**config.mk**
```make
export PLATFORM = sky130hd
export DESIGN_NAME = regfile_mch
export DESIGN_NICKNAME = d
export VERILOG_FILES = /design/src/rtl/regfile_mch_pkg.sv /design/src/rtl/regfile_ch.sv /design/src/rtl/regfile_mch.sv
export SDC_FILE = /design/constraint.sdc
export NUM_CORES = 1
export LEC_CHECK = 0
export ABC_AREA = 1
export CAP_MARGIN = 20
export CELL_PAD_IN_SITES_DETAIL_PLACEMENT = 0
export CELL_PAD_IN_SITES_GLOBAL_PLACEMENT = 2
export CORE_MARGIN = 4
export CORE_UTILIZATION = 32
export DETAILED_ROUTE_END_ITERATION = 10
export PLACE_DENSITY_LB_ADDON = 0.1
export SLEW_MARGIN = 25
export SYNTH_ARGS = -nofsm -noshare
export SYNTH_HDL_FRONTEND = slang
export SYNTH_SLANG_ARGS = --single-unit
```
**constraint.sdc**
```tcl
create_clock -name aclk -period 22 [get_ports aclk]
set_input_delay 4.4 -clock aclk [delete_from_list [all_inputs] [get_ports aclk]]
set_output_delay 4.4 -clock aclk [all_outputs]
set_load 0.02 [all_outputs]
```
**src/rtl/regfile_mch_pkg.sv**
```systemverilog
// Shared register offsets, bit positions and the byte-lane merge helper
// used by the multi-channel register file.
package regfile_mch_pkg;

    localparam int OFS_CTRL    = 'h00;
    localparam int OFS_STATUS  = 'h04;
    localparam int OFS_IRQ_EN  = 'h08;
    localparam int OFS_VERSION = 'h0C;
    localparam int CH_BASE     = 'h10;
    localparam int CH_STRIDE   = 'h10;
    localparam int OFS_FSIZE   = 'h0;
    localparam int OFS_NADDR   = 'h4;
    localparam int OFS_AADDR   = 'h8;
    localparam int OFS_FCNT    = 'hC;

    localparam int CTRL_SRST      = 0;
    localparam int CTRL_START_LSB = 8;
    localparam int STS_OVF_LSB    = 16;
    localparam int IEN_OVF        = 16;

    function automatic logic [31:0] apply_be(input logic [31:0] old_val,
                                             input logic [31:0] new_val,
                                             input logic [3:0]  be);
        logic [31:0] res;
        for (int i = 0; i < 4; i++) begin
            res[8*i +: 8] = be[i] ? new_val[8*i +: 8] : old_val[8*i +: 8];
        end
        return res;
    endfunction

endpackage

```
**src/rtl/regfile_ch.sv**
```systemverilog
// One channel's FRAME_SIZE / NEXT_ADDR / ACTIVE_ADDR / FRAME_CNT registers
// with shadow-to-active promotion on frame completion.
module regfile_ch
    import regfile_mch_pkg::*;
(
    input  logic        i_clk,
    input  logic        i_rst,
    input  logic        i_soft_rst,
    input  logic        i_wr_fsize,
    input  logic        i_wr_naddr,
    input  logic [31:0] i_wr_data,
    input  logic [3:0]  i_wr_be,
    input  logic        i_frame_done,
    input  logic [1:0]  i_rd_sel,
    output logic [31:0] o_frame_size,
    output logic [31:0] o_active_addr,
    output logic [31:0] o_rd_data
);

    logic [31:0] r_fsize;
    logic [31:0] r_naddr;
    logic [31:0] r_aaddr;
    logic [31:0] r_fcnt;

    always_ff @(posedge i_clk or posedge i_rst) begin
        if (i_rst) begin
            r_fsize <= '0;
            r_naddr <= '0;
            r_aaddr <= '0;
            r_fcnt  <= '0;
        end else begin
            if (i_wr_fsize) r_fsize <= apply_be(r_fsize, i_wr_data, i_wr_be);
            if (i_wr_naddr) r_naddr <= apply_be(r_naddr, i_wr_data, i_wr_be);
            // Active takes the pre-write shadow, so a same-cycle NEXT_ADDR write lands in the next frame.
            if (i_soft_rst) begin
                r_aaddr <= '0;
                r_fcnt  <= '0;
            end else if (i_frame_done) begin
                r_aaddr <= r_naddr;
                r_fcnt  <= r_fcnt + 32'd1;
            end
        end
    end

    always_comb begin
        o_rd_data = '0;
        case (i_rd_sel)
            2'(OFS_FSIZE >> 2): o_rd_data = r_fsize;
            2'(OFS_NADDR >> 2): o_rd_data = r_naddr;
            2'(OFS_AADDR >> 2): o_rd_data = r_aaddr;
            2'(OFS_FCNT  >> 2): o_rd_data = r_fcnt;
            default:            o_rd_data = '0;
        endcase
    end

    assign o_frame_size  = r_fsize;
    assign o_active_addr = r_aaddr;

endmodule

```
**src/rtl/regfile_mch.sv**
```systemverilog
// Multi-channel control/status register file: global CTRL/STATUS/IRQ_EN/VERSION
// plus N_CH per-channel register blocks, with a one-cycle registered read path.
module regfile_mch
    import regfile_mch_pkg::*;
#(
    parameter int          N_CH    = 4,
    parameter int          ADDR_W  = 8,
    parameter logic [31:0] VERSION = 32'h0002_0000
) (
    input  logic                 aclk,
    input  logic                 areset,
    input  logic [ADDR_W-1:0]    wr_addr,
    input  logic [31:0]          wr_dout,
    input  logic [3:0]           wr_be,
    input  logic                 wr_en,
    input  logic [ADDR_W-1:0]    rd_addr,
    input  logic                 rd_en,
    output logic [31:0]          rd_din,
    output logic                 rd_valid,
    output logic                 soft_rst,
    output logic [N_CH-1:0]      ch_start,
    output logic [32*N_CH-1:0]   ch_frame_size,
    output logic [32*N_CH-1:0]   ch_active_addr,
    input  logic [N_CH-1:0]      ch_frame_done,
    output logic                 irq
);

    logic [ADDR_W-1:0] w_wr_a;
    logic [ADDR_W-1:0] w_rd_a;
    logic              w_wr_ctrl;
    logic              w_wr_sts;
    logic              w_wr_ien;
    logic [N_CH-1:0]   w_clr_done;
    logic [N_CH-1:0]   w_clr_ovf;
    logic [31:0]       w_status;
    logic [31:0]       w_ien;
    logic [31:0]       w_rd_data;
    logic [31:0]       w_ch_rd [N_CH];

    logic              r_soft_rst;
    logic [N_CH-1:0]   r_ch_start;
    logic [N_CH-1:0]   r_done;
    logic [N_CH-1:0]   r_ovf;
    logic [N_CH-1:0]   r_ien_done;
    logic              r_ien_ovf;
    logic              r_irq;
    logic [31:0]       r_rd_din;
    logic              r_rd_valid;

    assign w_wr_a    = wr_addr & ~ADDR_W'(3);
    assign w_rd_a    = rd_addr & ~ADDR_W'(3);
    assign w_wr_ctrl = wr_en && (w_wr_a == ADDR_W'(OFS_CTRL));
    assign w_wr_sts  = wr_en && (w_wr_a == ADDR_W'(OFS_STATUS));
    assign w_wr_ien  = wr_en && (w_wr_a == ADDR_W'(OFS_IRQ_EN));

    assign w_clr_done = {N_CH{w_wr_sts & wr_be[0]}} & wr_dout[N_CH-1:0];
    assign w_clr_ovf  = {N_CH{w_wr_sts & wr_be[STS_OVF_LSB/8]}} & wr_dout[STS_OVF_LSB +: N_CH];

    always_ff @(posedge aclk or posedge areset) begin
        if (areset) begin
            r_soft_rst <= 1'b0;
            r_ch_start <= '0;
            r_done     <= '0;
            r_ovf      <= '0;
            r_ien_done <= '0;
            r_ien_ovf  <= 1'b0;
            r_irq      <= 1'b0;
        end else begin
            r_soft_rst <= w_wr_ctrl & wr_be[CTRL_SRST/8] & wr_dout[CTRL_SRST];
            r_ch_start <= {N_CH{w_wr_ctrl & wr_be[CTRL_START_LSB/8]}} & wr_dout[CTRL_START_LSB +: N_CH];
            if (w_wr_ien) begin
                if (wr_be[0])         r_ien_done <= wr_dout[N_CH-1:0];
                if (wr_be[IEN_OVF/8]) r_ien_ovf  <= wr_dout[IEN_OVF];
            end
            // A done that coincides with its own clear is an acknowledged frame, not an overflow.
            if (r_soft_rst) begin
                r_done <= '0;
                r_ovf  <= '0;
            end else begin
                r_done <= ch_frame_done | (r_done & ~w_clr_done);
                r_ovf  <= (ch_frame_done & r_done & ~w_clr_done) | (r_ovf & ~w_clr_ovf);
            end
            r_irq <= (|(r_done & r_ien_done)) | (r_ien_ovf & (|r_ovf));
        end
    end

    genvar gi;
    generate
        for (gi = 0; gi < N_CH; gi++) begin : g_ch
            localparam logic [ADDR_W-1:0] LP_BASE = ADDR_W'(CH_BASE + gi*CH_STRIDE);
            logic w_wr_hit;
            logic w_rd_hit;
            logic [31:0] w_rd_ch;

            assign w_wr_hit = wr_en && (w_wr_a[ADDR_W-1:4] == LP_BASE[ADDR_W-1:4]);
            assign w_rd_hit = (w_rd_a[ADDR_W-1:4] == LP_BASE[ADDR_W-1:4]);

            regfile_ch u_ch (
                .i_clk         (aclk),
                .i_rst         (areset),
                .i_soft_rst    (r_soft_rst),
                .i_wr_fsize    (w_wr_hit && (w_wr_a[3:2] == 2'(OFS_FSIZE >> 2))),
                .i_wr_naddr    (w_wr_hit && (w_wr_a[3:2] == 2'(OFS_NADDR >> 2))),
                .i_wr_data     (wr_dout),
                .i_wr_be       (wr_be),
                .i_frame_done  (ch_frame_done[gi]),
                .i_rd_sel      (w_rd_a[3:2]),
                .o_frame_size  (ch_frame_size[32*gi +: 32]),
                .o_active_addr (ch_active_addr[32*gi +: 32]),
                .o_rd_data     (w_rd_ch)
            );

            assign w_ch_rd[gi] = w_rd_hit ? w_rd_ch : 32'd0;
        end
    endgenerate

    always_comb begin
        w_status = '0;
        w_status[N_CH-1:0] = r_done;
        w_status[STS_OVF_LSB +: N_CH] = r_ovf;
        w_ien = '0;
        w_ien[N_CH-1:0] = r_ien_done;
        w_ien[IEN_OVF] = r_ien_ovf;
    end

    always_comb begin
        w_rd_data = '0;
        if (w_rd_a == ADDR_W'(OFS_STATUS))  w_rd_data = w_status;
        if (w_rd_a == ADDR_W'(OFS_IRQ_EN))  w_rd_data = w_ien;
        if (w_rd_a == ADDR_W'(OFS_VERSION)) w_rd_data = VERSION;
        for (int c = 0; c < N_CH; c++) begin
            w_rd_data = w_rd_data | w_ch_rd[c];
        end
    end

    always_ff @(posedge aclk or posedge areset) begin
        if (areset) begin
            r_rd_din   <= '0;
            r_rd_valid <= 1'b0;
        end else begin
            r_rd_valid <= rd_en;
            if (rd_en) r_rd_din <= w_rd_data;
        end
    end

    assign rd_din   = r_rd_din;
    assign rd_valid = r_rd_valid;
    assign soft_rst = r_soft_rst;
    assign ch_start = r_ch_start;
    assign irq      = r_irq;

endmodule

```
### Word level (Yosys, flattened, before mapping)

Index checks and enable logic that the tools add are counted.

| cells by class | value |
|---|---|
| multiplexer cells | 29 |
| bitwise gates (word level) | 23 |
| add/sub/neg operators | 4 |
| reduce and logical (&&, ||, !) cells | 58 |
| eq/ne operators | 17 |

Operators with widths:

| cell | count |
|---|---|
| $mux W32 | 22 |
| $pmux W32 S4 | 4 |
| $add A32 B1 Y32 const B | 4 |
| $or A32 B32 Y32 | 4 |
| $reduce_and A2 Y1 | 34 |
| $and A4 B4 Y4 | 8 |
| $mux W20 | 1 |
| $eq A6 B2 Y1 const B | 3 |
| $eq A4 B2 Y1 const B | 4 |
| $logic_and A1 B1 Y1 | 15 |
| $eq A6 B1 Y1 const B | 2 |
| $eq A4 B1 Y1 const B | 2 |
| $eq A4 B3 Y1 const B | 2 |
| $logic_not A8 Y1 | 1 |
| $mux W4 | 2 |
| $not A4 Y4 | 2 |
| $or A4 B4 Y4 | 2 |
| $reduce_bool A2 Y1 | 4 |
| $reduce_or A4 Y1 | 2 |
| $and A1 B1 Y1 | 6 |
| $eq A2 B1 Y1 const B | 2 |
| $eq A2 B2 Y1 const B | 2 |
| $logic_not A2 Y1 | 2 |
| $or A1 B1 Y1 | 1 |

| word-level totals | value |
|---|---|
| output and inout port bits | 295 |
| flip-flop bits (word level) | 564 |

### Logic depth before layout (Yosys ltp)

Gate-level depths: netlist of the first run.

| logic depth | value |
|---|---|
| word-level depth | 8 |
| gate-level depth with buffers | 11 |
| mapped depth without buffers | 10 |

### Modules after synthesis

From an unflattened synthesis of the first run, not the netlist that was laid out.

| unflattened totals | value |
|---|---|
| cells, all modules | 3703 |
| area, all modules | 27939.3 sq um |

By module, submodules not included:

| module | cells each | instances | area each (sq um) |
|---|---|---|---|
| regfile_ch | 804 | 4 | 6180.9 |
| regfile_mch | 487 | 1 | 3215.6 |

### Worst setup path after synthesis of the first run

Ideal clock, no wire load.

| path | value |
|---|---|
| path kind | input to register |
| start point | input port wr_en |
| end point | register g_ch[0].u_ch.r_fsize[16] |
| required time | 21870 ps |
| cell stages on the path | 8 |
| setup slack | 16336 ps |
| buffers on the path | 1 |
| arrival time | 5534 ps |
| library setup time | 130 ps |
| cell sequence | inv_1 > nor3_1 > inv_1 > nor3_4 > nand3_1 > buf_6 > nand2_1 > o21ai_0 |

| on the way | value |
|---|---|
| cells in the longest elaborated chain, start to end | 3 |

RTL lines:

| what | RTL line | RTL |
|---|---|---|
| start: declaration | regfile_mch.sv:15 | `input logic wr_en,` |
| $logic_and A1 B1 Y1 | regfile_mch.sv:95 | `assign w_wr_hit = wr_en && (w_wr_a[ADDR_W-1:4] == LP_BASE[ADDR_W-1:4]);` |
| $logic_and A1 B1 Y1 | regfile_mch.sv:102 | `.i_wr_fsize (w_wr_hit && (w_wr_a[3:2] == 2'(OFS_FSIZE >> 2))),` |
| $reduce_and A2 Y1 (no line) | -- |  |
| end signal: assignment | regfile_ch.sv:32 | `if (i_wr_fsize) r_fsize <= apply_be(r_fsize, i_wr_data, i_wr_be);` |
| end: declaration | regfile_ch.sv:20 | `logic [31:0] r_fsize;` |

Every way passes these cells.
A chain may end at the register's enable or synchronous reset.

### Worst setup path in the final report of the first run

| path | value |
|---|---|
| start point | input port rd_addr[3] |
| end point | register r_rd_din[25] (netlist: rd_din[25]) |

| on the way | value |
|---|---|
| cells in the longest elaborated chain, start to end | 7 |
| elaborated cells on any way between the ends | 18 |
| classes of those cells | 4 x eq/ne; 9 x mux; 4 x bitwise; 1 x reduce/logical |

RTL lines:

| what | RTL line | RTL |
|---|---|---|
| start: declaration | regfile_mch.sv:16 | `input logic [ADDR_W-1:0] rd_addr,` |
| $eq A2 B2 Y1, or another cell as far along | regfile_ch.sv:47 | `case (i_rd_sel)` |
| $pmux W32 S4 | regfile_ch.sv:47 |  |
| $mux W32 | regfile_mch.sv:113 | `assign w_ch_rd[gi] = w_rd_hit ? w_rd_ch : 32'd0;` |
| $or A32 B32 Y32 (3 in a row) | regfile_mch.sv:132 | `w_rd_data = w_rd_data \| w_ch_rd[c];` |
| $or A32 B32 Y32 * | regfile_mch.sv:132 |  |
| end signal: assignment | regfile_mch.sv:142 | `if (rd_en) r_rd_din <= w_rd_data;` |
| end: declaration | regfile_mch.sv:47 | `logic [31:0] r_rd_din;` |

Mark *: on every way between the ends. The rest lies on a longest branch, timed or not.

==> impl_metrics.ini, run 1 <==
[run_status]
status = completed

[placement]
dp_hpwl_mm = 95.19
io_buffers = 350
globalplace.congestion = 0.9468
dp.cells = 5250

[grt]
grt_pass1_wl_mm = 191.2
antenna_found_initial = 2
grt_pass1_vias = 26540
grt_max_degree = 100
grt_overflow = 0
grt_use_total = 0.2759

[synth]
synth_ff_type = dfrtp_1
netlist_area_um2 = 28450
synth_top_cell_by_area = dfrtp_1
yosysMostFrequentCell = nand2_1
synth_common_cells = nand2_1, nor2_1, dfrtp_1, o21ai_0, nand3_1
ys_seq_area_frac = 0.4961
synth.avg_cell_area_um2 = 7.337
synth_edf_count = 0
synthCells = 3878
ys_ff_latch = 564
synthArstFlopShare = 1.000
synth.top_cell.area_share = 0.4961
yosysUniqueCellTypes = 34
yosys_warnings = 0
synth_area_leaders = dfrtp_1, nand2_1, nor2_1
synthesis.nets = 3942

[critical_path]
worst_path_max_delay_cell = buf_4
critPathTopFamily = buffers and inverters
worstSetupEndpointType = flip-flop
worstPathBufferInverterCount = 6
worstSetupPathType = in2reg
start_kind = input pin
crit_path_max_fanout = 49
worstPathArrival_ns = 7.82
slowest_delay_ns = 0.56
r2r_setup_slack_ns = 19.15
crit_top_cell = buf_4
critical_path.cell_chain = buf_2 -> buf_4 -> nand2_2 -> buf_4 -> inv_2 -> buf_4 -> buf_4 -> nand2_1 -> nand2_1 -> o21ai_0 -> nand3_1 -> nor2_1 -> nor2_1
critPathRequiredTime_ns = 22.53

[die]
io_pins = 355
die_area_um2 = 93740
die_h_um = 306.2
initial_core_util = 0.3224
die-width_um = 306.2
std_cell_rows = 109
core_region_area_um2 = 88240

[timing]
holdWs_ns = 0.4943
rsz0062_at_grt = false
finalHoldViolations = 0
slew_violations = 0
fin_crit_ns = 7.290
fmax_ghz = 0.1372
setup_viol = 0
finalCritPeriodShare = 0.3314
tightestPinTransition_ns = 0.9866
finClkSkew_ns = 0.01904
relSlewSlack = 0.3404
fin_tns_setup_ns = 0

[route]
drtIter0Drc = 2129
wl_per_cell_um = 24.54
first_pass_iters = 6
postRouteAntennaNets = 0
drt_wl_total_mm = 131.9
drc = 0
vias_per_cell = 5.134
vias = 27600

[clock_tree]
clock-root-buffer = clkbuf_16
cts-buffers-inserted = 71
cts_buffer_depth = 3
clock_latency_ns = 0.60
hold_buffers = 0
post_cts_resized = 0
post-cts-setup-buffers = 0
clock_sinks = 564
htreeDepth = 3
cts.clk_slew.worst_paths_ns = 0.06
cts_tree = built

[layout]
drive_above_1_share = 0.04323
fin_util = 0.3994
n_antenna_cell = 0
num-nets-final = 4223
area_growth_pct = 23.88
stdcell_count = 5375

[power_and_ir_drop]
leakage_nw = 16.07
peakVddDrop_mv = 0.05157
power.density_nw_per_um2 = 81.79

[run]
maxCapViolCount = 0

[hold_path]
min_path_type = reg2reg
[cell usage in the layout, fill, tap and decap left out, types with 17 or more instances in the layout]
cell type | synthesis | layout
nor3_1 | 20 | 20
a22o_1 | 29 | 29
nand4_1 | 85 | 85
o211ai_1 | 17 | 17
dfrtp_1 | 564 | 563
clkbuf_16 | 0 | 73
o21ai_0 | 420 | 420
a21oi_1 | 76 | 76
nand2_1 | 1322 | 1322
buf_4 | 3 | 43
inv_1 | 198 | 195
clkbuf_1 | 115 | 18
nor2_1 | 575 | 567
clkdlybuf4s50_1 | 0 | 344
nand3_1 | 341 | 341
clkbuf_8 | 0 | 19
[area by class of cell]
class | count | area [um^2]
fillers | 9384 | 52990
multi-input cells | 2927 | 12730
repair buffers | 394 | 3824
clock buffers | 110 | 2156
clock inverters | 14 | 195.2
flip-flops and latches | 564 | 14110
well taps | 1165 | 1458
inverters | 201 | 768.2
[power by group]
part           internal, mW  total, mW  switching [mW]
sequential             1.12       1.23           0.101
clock                 0.729       1.21           0.480
combinational         0.158      0.448           0.290
total                  2.01       2.88           0.871
[metrics by stage]
stage / setup WS, ns / area (um^2) / power [mW]
CTS: 14.42 / 35220 / 2.910
global route: 14.31 / 35250 / 3.004
finish: 14.71 / 35250 / 2.883
detailed placement: 13.78 / 32870 / 1.693
global placement: 13.79 / 32870 / 1.691
floorplan: 1.826 / 28450 / 1.443
[worst register-to-register path: cells and delay by family (launching register included)]
| kind | cells | cell delay, ns |
|---|---|---|
| buf+inv | 3 | 1.89 |
| compound gates | 2 | 0.49 |
| flops | 1 | 0.39 |
[worst paths after layout]
| kind | from | end | depth (start not counted) |
|---|---|---|---|
| max | rd_addr[3] | rd_din[25] | 13 |
| min in group asynchronous | areset | g_ch[3].u_ch.r_fcnt[3] | 2 |
| min reg2reg | g_ch[3].u_ch.r_naddr[0] | g_ch[3].u_ch.r_naddr[0] | 2 |
| max in group asynchronous | areset | g_ch[0].u_ch.r_naddr[26] | 6 |
| max reg2reg | soft_rst | g_ch[0].u_ch.r_fcnt[5] | 5 |
| min | g_ch[3].u_ch.r_naddr[0] | g_ch[3].u_ch.r_naddr[0] | 2 |
[layer usage]
layer / vias up / wire length [um] / GRT usage
li1: 13190 / - / -
met1: 13430 / 59070 / 0.3779
met2: 814 / 59750 / 0.4386
met3: 160 / 8052 / 0.05008
met4: 0 / 5037 / 0.09942
met5: - / 0 / 0
[cells by family (layout without fill, tap and decap cells)]
group / Yosys count / after routing / synth area share
AND/OR/NAND/NOR: 2364 / 2364 / 0.3384
flip-flops: 564 / 564 / 0.4961
AO/OA/AOI/OAI: 558 / 558 / 0.1047
buffers and inverters: 387 / 719 / 0.05880
adder cells (fa/ha/maj): 4 / 4 / 0.001759
XOR/XNOR: 1 / 1 / 0.0003079
[state kept, by name (all words and copies together) (netlist names)]
register                 cells
g_ch.u_ch.o_active_addr    128
g_ch.u_ch.o_frame_size     128
g_ch.u_ch.r_fcnt           128
g_ch.u_ch.r_naddr          128
rd_din                      32
ch_start                     4
r_done                       4
r_ien_done                   4
r_ovf                        4
irq                          1
r_ien_ovf                    1
rd_valid                     1
soft_rst                     1
(Power assumes the default switching activity.)
==> run 2, diff against run 1 <==
- CORE_UTILIZATION: 32 -> 29
- clock period: 22 -> 6.4 ns (I/O delays scaled with it)
==> run 2 against run 1 <==
Against the previous run: first-iteration DRC count is 9.3% higher; routed wire length is 5.0% higher; via count is 0.41% higher; largest power group unchanged; clock skew hardly changed.
==> impl_metrics.ini, run 2 (synthesized netlist as in run 1, its figures left out) <==
[clock_tree]
clock_latency_ns = 0.64
post-cts-setup-buffers = 0
cts_buffer_depth = 3
htreeDepth = 3
hold_buffers = 0
cts_tree = built
clock-root-buffer = clkbuf_16
post_cts_resized = 0
clock_sinks = 564
cts-buffers-inserted = 73
cts.clk_slew.worst_paths_ns = 0.06

[layout]
layout_commonest_cell = nand2_1
drive_above_1_share = 0.04372
area_growth_pct = 24.58
num-nets-final = 4231
final_cell_mix = nand2_1, nor2_1, dfrtp_1
n_antenna_cell = 0
fillers = 10450

[die]
core_region_area_um2 = 96990
io_pins = 355
die_area_um2 = 103200
die-width_um = 321.2
die_h_um = 321.2
initial_core_util = 0.2933
std_cell_rows = 114

[route]
postRouteAntennaNets = 0
first_pass_iters = 5
wl_per_cell_um = 25.26
vias = 27710
drt_wl_total_mm = 138.5
drc = 0
drtIter0Drc = 2326
vias_per_cell = 5.052

[critical_path]
critical_path.cell_chain = clkdlybuf4s50_1 -> inv_1 -> nor3_1 -> inv_1 -> nor3_4 -> nand3_1 -> o21ai_0
crit_path_max_fanout = 16
critPathRequiredTime_ns = 6.93
worst_path_max_delay_cell = nor3_4
worstPathBufferInverterCount = 3
critPathTopFamily = simple AND/OR/NAND/NOR gates
worstPathArrival_ns = 4.20
worstSetupPathType = in2reg
worstSetupEndpointType = flip-flop
crit_top_cell = inv_1
start_kind = input pin
slowest_delay_ns = 0.79

[timing]
finalCritPeriodShare = 0.5734
fmax_ghz = 0.2725
finClkSkew_ns = 0.01860
setup_viol = 0
finalHoldViolations = 0
slew_violations = 0
relSlewSlack = 0.3316
final.setup.worst_slack_ns = 2.730
tightestPinTransition_ns = 0.9994
holdWs_ns = 0.5019
fin_crit_ns = 3.670
rsz0062_at_grt = false

[power_and_ir_drop]
pwr-share-comb = 0.157
clockPowerShare = 0.415
leakage_nw = 16.08
sw_frac_of_total = 0.3091
internal-power_mw = 6.829
p_total_mw = 9.884
p_seq_frac = 0.428
peakVddDrop_mv = 0.1625
power.density_nw_per_um2 = 278.9
p_sw_mw = 3.055

[placement]
dp_slack_ns = 2.108
dp_hpwl_mm = 100.6
globalplace.congestion = 0.8659
io_buffers = 350

[grt]
grt_use_total = 0.2634
grt_pass1_vias = 26590
grt_pass1_wl_mm = 197.6
antenna_found_initial = 3
grt_overflow = 0
grt_max_degree = 106

[run_status]
status = completed

[hold_path]
min_path_type = reg2reg

[run]
maxCapViolCount = 0
[run 2: changes by cell type in the layout (fill, tap and decap cells not counted), moves of 2 or more]
cell,before,now
buf_12,0,7
bufinv_16,5,3
clkbuf_1,18,15
clkbuf_16,73,75
clkbuf_8,19,14
clkinv_2,10,6
clkinvlp_4,0,2
inv_6,1,4
[run 2: routing by layer]
| layer | vias up | share of wire | track usage |
|---|---|---|---|
| met4 | 0 | 0.034 | 0.08405 |
| met1 | 13550 | 0.45 | 0.3610 |
| li1 | 13200 | - | - |
| met3 | 169 | 0.057 | 0.05115 |
| met2 | 793 | 0.46 | 0.4208 |
| met5 | - | 0 | 0 |
[run 2: layout make-up]
cell class	count	area, um^2	share of cell area
Clock buffer	104	2126	0.05997
Clock inverter	13	157.7	0.004448
Inverter	201	764.5	0.02157
Multi-Input combinational cell	2927	12730	0.3591
Sequential cell	564	14110	0.3982
Tap cell	1276	1597	0.04504
Timing Repair Buffer	400	3956	0.1116
[run 2: metrics by stage]
stage / std cells / utilization / setup TNS, ns / area (um^2)
floorplan: 3878 / - / -1443.66 / 28450
global placement: 5367 / 0.3416 / 0 / 33130
detailed placement: 5368 / 0.3419 / 0 / 33160
CTS: 5485 / 0.3654 / 0 / 35450
global route: 5485 / 0.3654 / 0 / 35450
finish: 5485 / 0.3654 / 0 / 35450
[run 2: worst register-to-register path, cell delays in order, from the launching register on]
cell,delay (ns)
dfrtp_2,0.42
buf_4,0.33
inv_6,0.73
buf_4,0.84
o21ai_0,0.25
a21oi_1,0.16
[run 2: power by group through the flow]
stage / Sequential, mW / Combinational, mW / Clock [mW]
5_1_grt: 4.27 / 1.70 / 4.33
4_1_cts: 4.22 / 1.58 / 4.19
6_report: 4.23 / 1.56 / 4.10
3_3_place_gp: 4.28 / 1.56 / 0
3_5_place_dp: 4.28 / 1.57 / 0
2_1_floorplan: 4.34 / 0.623 / 0
[run 2: worst paths after layout]
check | start | end | slack, ns | cells after the start
min in group asynchronous | areset | g_ch[1].u_ch.r_fcnt[1] | 1.02 | 2
setup reg to reg | soft_rst | g_ch[2].u_ch.r_fcnt[14] | 3.59 | 5
hold / removal | g_ch[0].u_ch.o_active_addr[17] | g_ch[0].u_ch.o_active_addr[17] | 0.50 | 2
setup / recovery | wr_en | g_ch[1].u_ch.r_naddr[28] | 2.73 | 7
max in group asynchronous | areset | g_ch[0].u_ch.o_active_addr[16] | 3.94 | 4
hold reg to reg | g_ch[0].u_ch.o_active_addr[17] | g_ch[0].u_ch.o_active_addr[17] | 0.50 | 2
